--- src/rtl/shared_complex_mul.sv ---
// Time-shared complex butterfly unit: four lanes of r_p = m + n*l and r_m = m - n*l,
// one shared complex multiplier, one new input set every five fast-clock cycles.
module shared_complex_mul #(
    parameter int  p_inputWidth    = 8,
    parameter int  p_PointPosition = 6,
    localparam int W               = p_inputWidth,
    localparam int M               = 2 * p_inputWidth - p_PointPosition + 1
) (
    input  logic           CLK,
    input  logic           RST,
    input  logic [2*W-1:0] i_m1,
    input  logic [2*W-1:0] i_m2,
    input  logic [2*W-1:0] i_m3,
    input  logic [2*W-1:0] i_m4,
    input  logic [2*W-1:0] i_n1,
    input  logic [2*W-1:0] i_n2,
    input  logic [2*W-1:0] i_n3,
    input  logic [2*W-1:0] i_n4,
    input  logic [2*W-1:0] i_l1,
    input  logic [2*W-1:0] i_l2,
    input  logic [2*W-1:0] i_l3,
    input  logic [2*W-1:0] i_l4,
    output logic [2*M-1:0] o_r1_p,
    output logic [2*M-1:0] o_r2_p,
    output logic [2*M-1:0] o_r3_p,
    output logic [2*M-1:0] o_r4_p,
    output logic [2*M-1:0] o_r1_m,
    output logic [2*M-1:0] o_r2_m,
    output logic [2*M-1:0] o_r3_m,
    output logic [2*M-1:0] o_r4_m
);

    localparam int P  = p_PointPosition;
    localparam int PW = 2 * W + 1;
    localparam int L  = 4;

    logic [2*W-1:0] m_in [L];
    logic [2*W-1:0] n_in [L];
    logic [2*W-1:0] l_in [L];

    assign m_in[0] = i_m1;
    assign m_in[1] = i_m2;
    assign m_in[2] = i_m3;
    assign m_in[3] = i_m4;
    assign n_in[0] = i_n1;
    assign n_in[1] = i_n2;
    assign n_in[2] = i_n3;
    assign n_in[3] = i_n4;
    assign l_in[0] = i_l1;
    assign l_in[1] = i_l2;
    assign l_in[2] = i_l3;
    assign l_in[3] = i_l4;

    logic [2:0]     ph_q, ph_d;
    logic [2*W-1:0] m_q [L], m_d [L];
    logic [2*W-1:0] n_q [L], n_d [L];
    logic [2*W-1:0] l_q [L], l_d [L];
    logic [2*M-1:0] res_p_q [L], res_p_d [L];
    logic [2*M-1:0] res_m_q [L], res_m_d [L];
    logic [2*M-1:0] out_p_q [L], out_p_d [L];
    logic [2*M-1:0] out_m_q [L], out_m_d [L];

    logic [1:0]          lane;
    logic signed [W-1:0] mr, mi, nr, ni, lr, li;
    logic signed [PW-1:0] prod_re_full, prod_im_full;
    logic signed [M-1:0] prod_re, prod_im;
    logic signed [M-1:0] rp_re, rp_im, rm_re, rm_im;

    // Phase k (1..4) drives lane k-1 through the shared multiplier; the phase-0
    // value selects lane 3 but its result is never stored.
    always_comb begin : shared_datapath
        lane = 2'(ph_q - 3'd1);
        mr   = m_q[lane][2*W-1:W];
        mi   = m_q[lane][W-1:0];
        nr   = n_q[lane][2*W-1:W];
        ni   = n_q[lane][W-1:0];
        lr   = l_q[lane][2*W-1:W];
        li   = l_q[lane][W-1:0];

        prod_re_full = PW'(nr) * PW'(lr) - PW'(ni) * PW'(li);
        prod_im_full = PW'(nr) * PW'(li) + PW'(ni) * PW'(lr);

        // Floor shift leaves exactly M significant bits, so the cast never drops sign.
        prod_re = M'(prod_re_full >>> P);
        prod_im = M'(prod_im_full >>> P);

        rp_re = M'(mr) + prod_re;
        rp_im = M'(mi) + prod_im;
        rm_re = M'(mr) - prod_re;
        rm_im = M'(mi) - prod_im;
    end

    always_comb begin : next_state
        // NOTE: every _d gets a hold default first so no path leaves it unassigned (no latch).
        ph_d    = (ph_q == 3'd4) ? 3'd0 : ph_q + 3'd1;
        m_d     = m_q;
        n_d     = n_q;
        l_d     = l_q;
        res_p_d = res_p_q;
        res_m_d = res_m_q;
        out_p_d = out_p_q;
        out_m_d = out_m_q;

        if (ph_q == 3'd0) begin
            m_d     = m_in;
            n_d     = n_in;
            l_d     = l_in;
            out_p_d = res_p_q;
            out_m_d = res_m_q;
        end else begin
            res_p_d[lane] = {rp_re, rp_im};
            res_m_d[lane] = {rm_re, rm_im};
        end
    end

    always_ff @(posedge CLK) begin
        if (RST) begin
            // NOTE: the small holding/result arrays are flops, not RAM, and are cleared
            // so a mid-frame reset cannot leak partial lane results to the outputs.
            ph_q    <= '0;
            m_q     <= '{default: '0};
            n_q     <= '{default: '0};
            l_q     <= '{default: '0};
            res_p_q <= '{default: '0};
            res_m_q <= '{default: '0};
            out_p_q <= '{default: '0};
            out_m_q <= '{default: '0};
        end else begin
            // NOTE: non-blocking so every register samples the pre-edge values.
            ph_q    <= ph_d;
            m_q     <= m_d;
            n_q     <= n_d;
            l_q     <= l_d;
            res_p_q <= res_p_d;
            res_m_q <= res_m_d;
            out_p_q <= out_p_d;
            out_m_q <= out_m_d;
        end
    end

    assign o_r1_p = out_p_q[0];
    assign o_r2_p = out_p_q[1];
    assign o_r3_p = out_p_q[2];
    assign o_r4_p = out_p_q[3];
    assign o_r1_m = out_m_q[0];
    assign o_r2_m = out_m_q[1];
    assign o_r3_m = out_m_q[2];
    assign o_r4_m = out_m_q[3];

endmodule

--- config.mk ---
export PLATFORM = sky130hd
export DESIGN_NAME = shared_complex_mul
export DESIGN_NICKNAME = d
export VERILOG_FILES = /design/src/rtl/shared_complex_mul.sv
export SDC_FILE = /design/constraint.sdc
export NUM_CORES = 2
export LEC_CHECK = 0
export CELL_PAD_IN_SITES_DETAIL_PLACEMENT = 1
export CELL_PAD_IN_SITES_GLOBAL_PLACEMENT = 1
export CORE_MARGIN = 1.5
export CORE_UTILIZATION = 43
export CTS_CLUSTER_DIAMETER = 80
export CTS_CLUSTER_SIZE = 24
export DETAILED_ROUTE_END_ITERATION = 8
export PLACE_DENSITY_LB_ADDON = 0.1
export SYNTH_ARGS = -nofsm -noshare
export SYNTH_HDL_FRONTEND = slang
export SYNTH_SLANG_ARGS = --single-unit
--- constraint.sdc ---
create_clock -name CLK -period 12.2 [get_ports CLK]
set_input_delay 3.05 -clock CLK [delete_from_list [all_inputs] [get_ports CLK]]
set_output_delay 3.05 -clock CLK [all_outputs]
set_load 0.02 [all_outputs]
# Word level (Yosys, flattened, before mapping)
# Cells that the tools add are included.
[word_totals]
regBits = 547
input_bits = 194
output_inout_bits = 176
[classes]
n_addsub = 8
multipliers = 4
order_cmp = 2
n_eq_ne = 1
muxes = 13
bitwise = 1
n_reduce_logical = 3
[op_table]
columns = ["cell", "n"]
rows = [
  ["88-bit bitwise mux", 2],
  ["16-bit binary-select mux with 2-bit select", 3],
  ["16-bit 2-to-1 mux", 6],
  ["8-bit by 8-bit multiplier with 16-bit output", 4],
  ["22-bit demux with 2-bit select", 1],
  ["8-bit by 11-bit adder with 11-bit output", 2],
  ["22-bit 2-to-1 mux", 1],
  ["8-bit by 11-bit subtractor with 11-bit output", 2],
  ["16-bit by 16-bit adder with 17-bit output", 1],
  ["16-bit by 16-bit subtractor with 17-bit output", 1],
  ["3-bit by 1-bit adder with 3-bit output, second input constant", 1],
  ["3-bit equality test, second input constant", 1],
  ["3-bit >= comparator, second input constant", 1],
  ["3-bit zero test", 1],
  ["3-bit by 1-bit less-than comparator with 1-bit output, second input constant", 1],
  ["2-bit NOT with 3-bit output", 1],
  ["2-bit OR reduction", 1],
  ["2-bit by 1-bit subtractor with 2-bit output, second input constant", 1],
  ["1-bit logical AND", 1],
]

# Longest topological paths before layout
[depth]
word_depth = 9
mapped_depth = 41
ltp_nobuf = 32

# Worst setup path after synthesis
# Ideal clock, no wire load.
[synth_path]
kind = "flip-flop to flip-flop"
from = "register ph_q[0]"
to = "register res_p_q[10] (netlist bit)"
setup_ns = 0.117
arrival_time_ns = 10.067
required_time_ns = 12.083
setup_slack_ns = 2.016
path_stages_with_launch = 37
path_buffers = 9
path_cell_list = "dfxtp_1 > buf_6 > buf_4 > buf_1 > clkbuf_1 > buf_1 > inv_1 > ha_1 > buf_2 > clkbuf_1 > buf_1 > o21ai_1 > nor2_1 > inv_1 > fa_1 > fa_1 > inv_1 > fa_1 > fa_1 > fa_1 > inv_1 > fa_1 > inv_1 > ha_1 > and3_1 > a221o_1 > a31o_2 > a41oi_1 > o21bai_1 > a21oi_1 > xnor2_1 > ha_1 > clkbuf_1 > nand2_1 > o21ai_0 > xor3_1 > a22o_1"
[synth_via]
elab_chain_len = 9
elab_cells_between_ends = 22
[synth_rtl]
columns = ["item", "line_no", "rtl"]
rows = [
  ["from (decl)", "54", "logic [2:0] ph_q, ph_d;"],
  ["from (signal assigned)", "130", "ph_q <= ph_d;"],
  ["2-bit by 1-bit subtractor with 2-bit output (*)", "72", "lane = 2'(ph_q - 3'd1);"],
  ["net lane[0]", "63", "logic [1:0] lane;"],
  ["2-bit NOT with 3-bit output (not written as such) (*)", "--", ""],
  ["16-bit binary-select mux with 2-bit select (on tied branches)", "--", ""],
  ["16-bit 2-to-1 mux (on tied branches) (2 in a row)", "76, 78", ""],
  ["8-bit by 8-bit multiplier with 16-bit output", "81", "prod_im_full = PW'(nr) * PW'(li) + PW'(ni) * PW'(lr);"],
  ["16-bit by 16-bit adder with 17-bit output", "81", ""],
  ["8-bit by 11-bit adder with 11-bit output", "88", "rp_im = M'(mi) + prod_im;"],
  ["88-bit bitwise mux (*)", "111", "res_p_d[lane] = {rp_re, rp_im};"],
  ["to (signal assigned)", "134", "res_p_q <= res_p_d;"],
  ["to (decl)", "58", "logic [2*M-1:0] res_p_q [L], res_p_d [L];"],
]
# Mark *: on every way through the listed nets, which the timed path passes. The rest lies on a longest branch. The select of a mux whose other input is x is not followed.
# A chain may end at the register's enable or synchronous reset.

# Worst setup path after layout
[layout_path]
from = "register ph_q[0]"
to = "register res_m_q[32] (netlist bit)"
[layout_via]
elab_chain_len = 9
elab_cells_between_ends = 22
[layout_rtl]
columns = ["item", "line_no", "rtl"]
rows = [
  ["2-bit by 1-bit subtractor with 2-bit output", "72", ""],
  ["2-bit NOT with 3-bit output (not written as such)", "--", ""],
  ["16-bit binary-select mux with 2-bit select (on tied branches)", "--", ""],
  ["16-bit 2-to-1 mux (on tied branches) (2 in a row)", "76, 78", ""],
  ["8-bit by 8-bit multiplier with 16-bit output", "81", ""],
  ["16-bit by 16-bit adder with 17-bit output", "81", ""],
  ["8-bit by 11-bit subtractor with 11-bit output", "90", "rm_im = M'(mi) - prod_im;"],
  ["88-bit bitwise mux", "112", "res_m_d[lane] = {rm_re, rm_im};"],
  ["to (signal assigned)", "135", "res_m_q <= res_m_d;"],
  ["to (decl)", "59", "logic [2*M-1:0] res_m_q [L], res_m_d [L];"],
]
# Parallel ways exist; a longest one is shown, timed or not. The select of a mux whose other input is x is not followed.

==> impl_metrics.json <==
{
  "status": "finished clean",
  "antenna_left": 0,
  "hold_buffers": 0,
  "worst_ep_required_time_ps": 12690,
  "drive_above_1_share": 0.0417,
  "end_kind": "flop",
  "worstSkewPairLatency_ps": 650,
  "crit_start": "ph_q[0]",
  "slew_viol_final": 0,
  "final_util": 0.509,
  "synth-edff-count": 0,
  "grt_busiest_layer": "met2",
  "synth_area_sq_um": 31700,
  "htree_levels": 1,
  "min_path_type": "flop to flop",
  "grt_max_degree": 223,
  "rows": 99,
  "max_freq_mhz": 98.1,
  "syn_avg_cell_area_sq_um": 8.56,
  "worstSetupStartpointType": "flop",
  "cts_sinks": 531,
  "path_max_fanout": 43,
  "die_w_um": 275,
  "cts_buffers": 30,
  "use_met3": 0.0298,
  "synth_top_cell_by_area": "dfxtp_1",
  "critPathKind": "flop to flop",
  "drt-pass1-iter-count": 5,
  "slew_headroom": 0.135,
  "whs_ps": 452,
  "initial_core_util": 0.435,
  "crit_path_end": "res_m_q[32]",
  "ys.flop_type": "dfxtp_1",
  "r2r_end": "res_m_q[32]",
  "synth_nets": 4328,
  "synth-seq-cells": 531,
  "cts-root-buf": "clkbuf_16",
  "place_hpwl_um": 78500,
  "wl_per_cell_um": 21.4,
  "post_cts_buffers": 0,
  "cts_resized": 0,
  "ys_warn_count": 0,
  "synth.area.top_cells": "dfxtp_1, fa_1, nand2_1",
  "boundaryPins": 370,
  "maxCapViolCount": 0,
  "cp.arrival_ps": 10680,
  "port_buffers": 369,
  "ys_types": 58,
  "fin_crit_ps": 10190,
  "stdcell_count": 4897,
  "grt_use_total": 0.273,
  "die_h_um": 275,
  "viasPerCell": 5.29,
  "grt_pass1_vias": 26900,
  "antenna_found_initial": 2,
  "grt_pass1_wl_um": 158000,
  "grt-ovfl-total": 0,
  "grt.met1_usage": 0.339,
  "yosysMostFrequentCell": "nand2_1",
  "rsz0062_at_grt": "false",
  "clockBufferDepth": 3,
  "finalSetupTns_ps": 0,
  "drt_iter0_markers": 1475,
  "final_nets": 4544,
  "dp.cells": 4847,
  "drc": 0,
  "wl_um": 105000,
  "coreArea_sq_um": 73000,
  "reg2reg_from": "ph_q[0]",
  "r2r_slack_ps": 2010,
  "grt_util_met2": 0.478,
  "synth_top_area_frac": 0.335,
  "vias": 25900,
  "finalWeightedCongestion": 0.933,
  "die_area_sq_um": 75400,
  "hold_viol_final": 0,
  "ys_seq_area_frac": 0.335,
  "worst-r2r-cell-count": 27,
  "setup_viol_count_final": 0,
  "worstMarginPinSlew_ps": 1290,
  "async_flop_share": 0,
  "clkTransAtPathRegs_ps": 100,
  "area_growth_pct": 17.1,
  "fin_worst_skew_ps": 27.9,
  "synthCells": 3704,
  "period_share": 0.835,
  "tritoncts": "done",
  "ys_top_cells_by_count": "nand2_1, dfxtp_1, a21oi_1, inv_1, nor2_1"
}
final cells by class:
type,count,area [sq um]
Fill cell,8629,35800
Multi-Input combinational cell,2572,18800
Sequential cell,531,10600
Timing Repair Buffer,412,4060
Inverter,373,1400
Tap cell,959,1200
Clock buffer,33,762
Clock inverter,14,246
Antenna cell,3,7.51
state kept, by name, summed over array words and instances, names as in the netlist, 20 cells and up:
signal,flops
res_m_q,88
res_p_q,80
l_q,64
m_q,64
n_q,64
o_r1_p,22
o_r2_p,22
o_r3_p,22
o_r4_m,22
o_r1_m,20
o_r2_m,20
o_r3_m,20
o_r4_p,20
kinds of logic (layout without fill, tap and decap cells):
family,after synthesis,count (layout),synth area share
AND/OR/NAND/NOR,1280,1280,0.161
AO/OA/AOI/OAI,637,637,0.116
buffers and inverters,601,832,0.0727
flip-flops,531,531,0.335
adder cells (fa/ha/maj),430,430,0.236
multiplexers,143,143,0.0554
XOR/XNOR,82,82,0.0235
other,0,3,0
stage by stage:
stage	cell area, sq um	setup slack [ps]
after floorplan	31700	2020
after global placement	36100	2130
after detailed placement	36100	2000
after CTS	37100	1980
after global routing	37100	1290
final	37100	2010
worst max-delay path, stage by stage (launching register included):
cell	delay, ps
dfxtp_4	580
buf_4	490
buf_4	630
mux2_2	410
o21ai_1	590
nor2_1	450
fa_1	650
fa_1	450
fa_1	570
fa_1	430
fa_1	490
inv_1	50
fa_1	480
inv_1	40
ha_1	360
and3_1	240
a221o_1	350
a31o_2	260
a41oi_1	250
o21bai_1	140
a21oi_1	280
xnor2_1	110
ha_1	550
inv_1	210
a21o_1	200
a31o_2	210
xnor2_1	350
a211oi_1	150
worst min-delay path by stage:
| stage | slack [ps] | cells after the start | start | end |
|---|---|---|---|---|
| 5_1_grt | 470 | 2 | res_m_q[15] | o_r4_m[15] |
| 3_5_place_dp | 440 | 2 | res_m_q[4] | res_m_q[4] |
| 6_report | 450 | 2 | res_m_q[68] | o_r1_m[2] |
| 4_1_cts | 450 | 2 | res_m_q[47] | o_r2_m[3] |
| 3_3_place_gp | 430 | 2 | res_m_q[3] | res_m_q[3] |
| 2_1_floorplan | 420 | 2 | res_m_q[10] | res_m_q[10] |
placed cells by master, fill, tap and decap left out, types with 26 or more instances in the layout:
cell / count
nand2_1: 873
nor2_1: 293
buf_4: 40
fa_1: 281
mux2_2: 31
a21oi_1: 395
a211oi_1: 51
mux2i_1: 89
clkdlybuf4s50_1: 368
o21ai_1: 26
o21ai_0: 40
xnor2_1: 62
clkbuf_16: 30
dfxtp_1: 530
ha_1: 145
inv_1: 373
routing by layer:
metal | part of all wire | vias up
met5 | 0 | -
met4 | 0.049 | 0
met3 | 0.037 | 181
met2 | 0.50 | 573
met1 | 0.41 | 12900
li1 | - | 12200
Power is not shown: default switching activity piles up to over one toggle a cycle in this logic, so the estimate is an artifact.
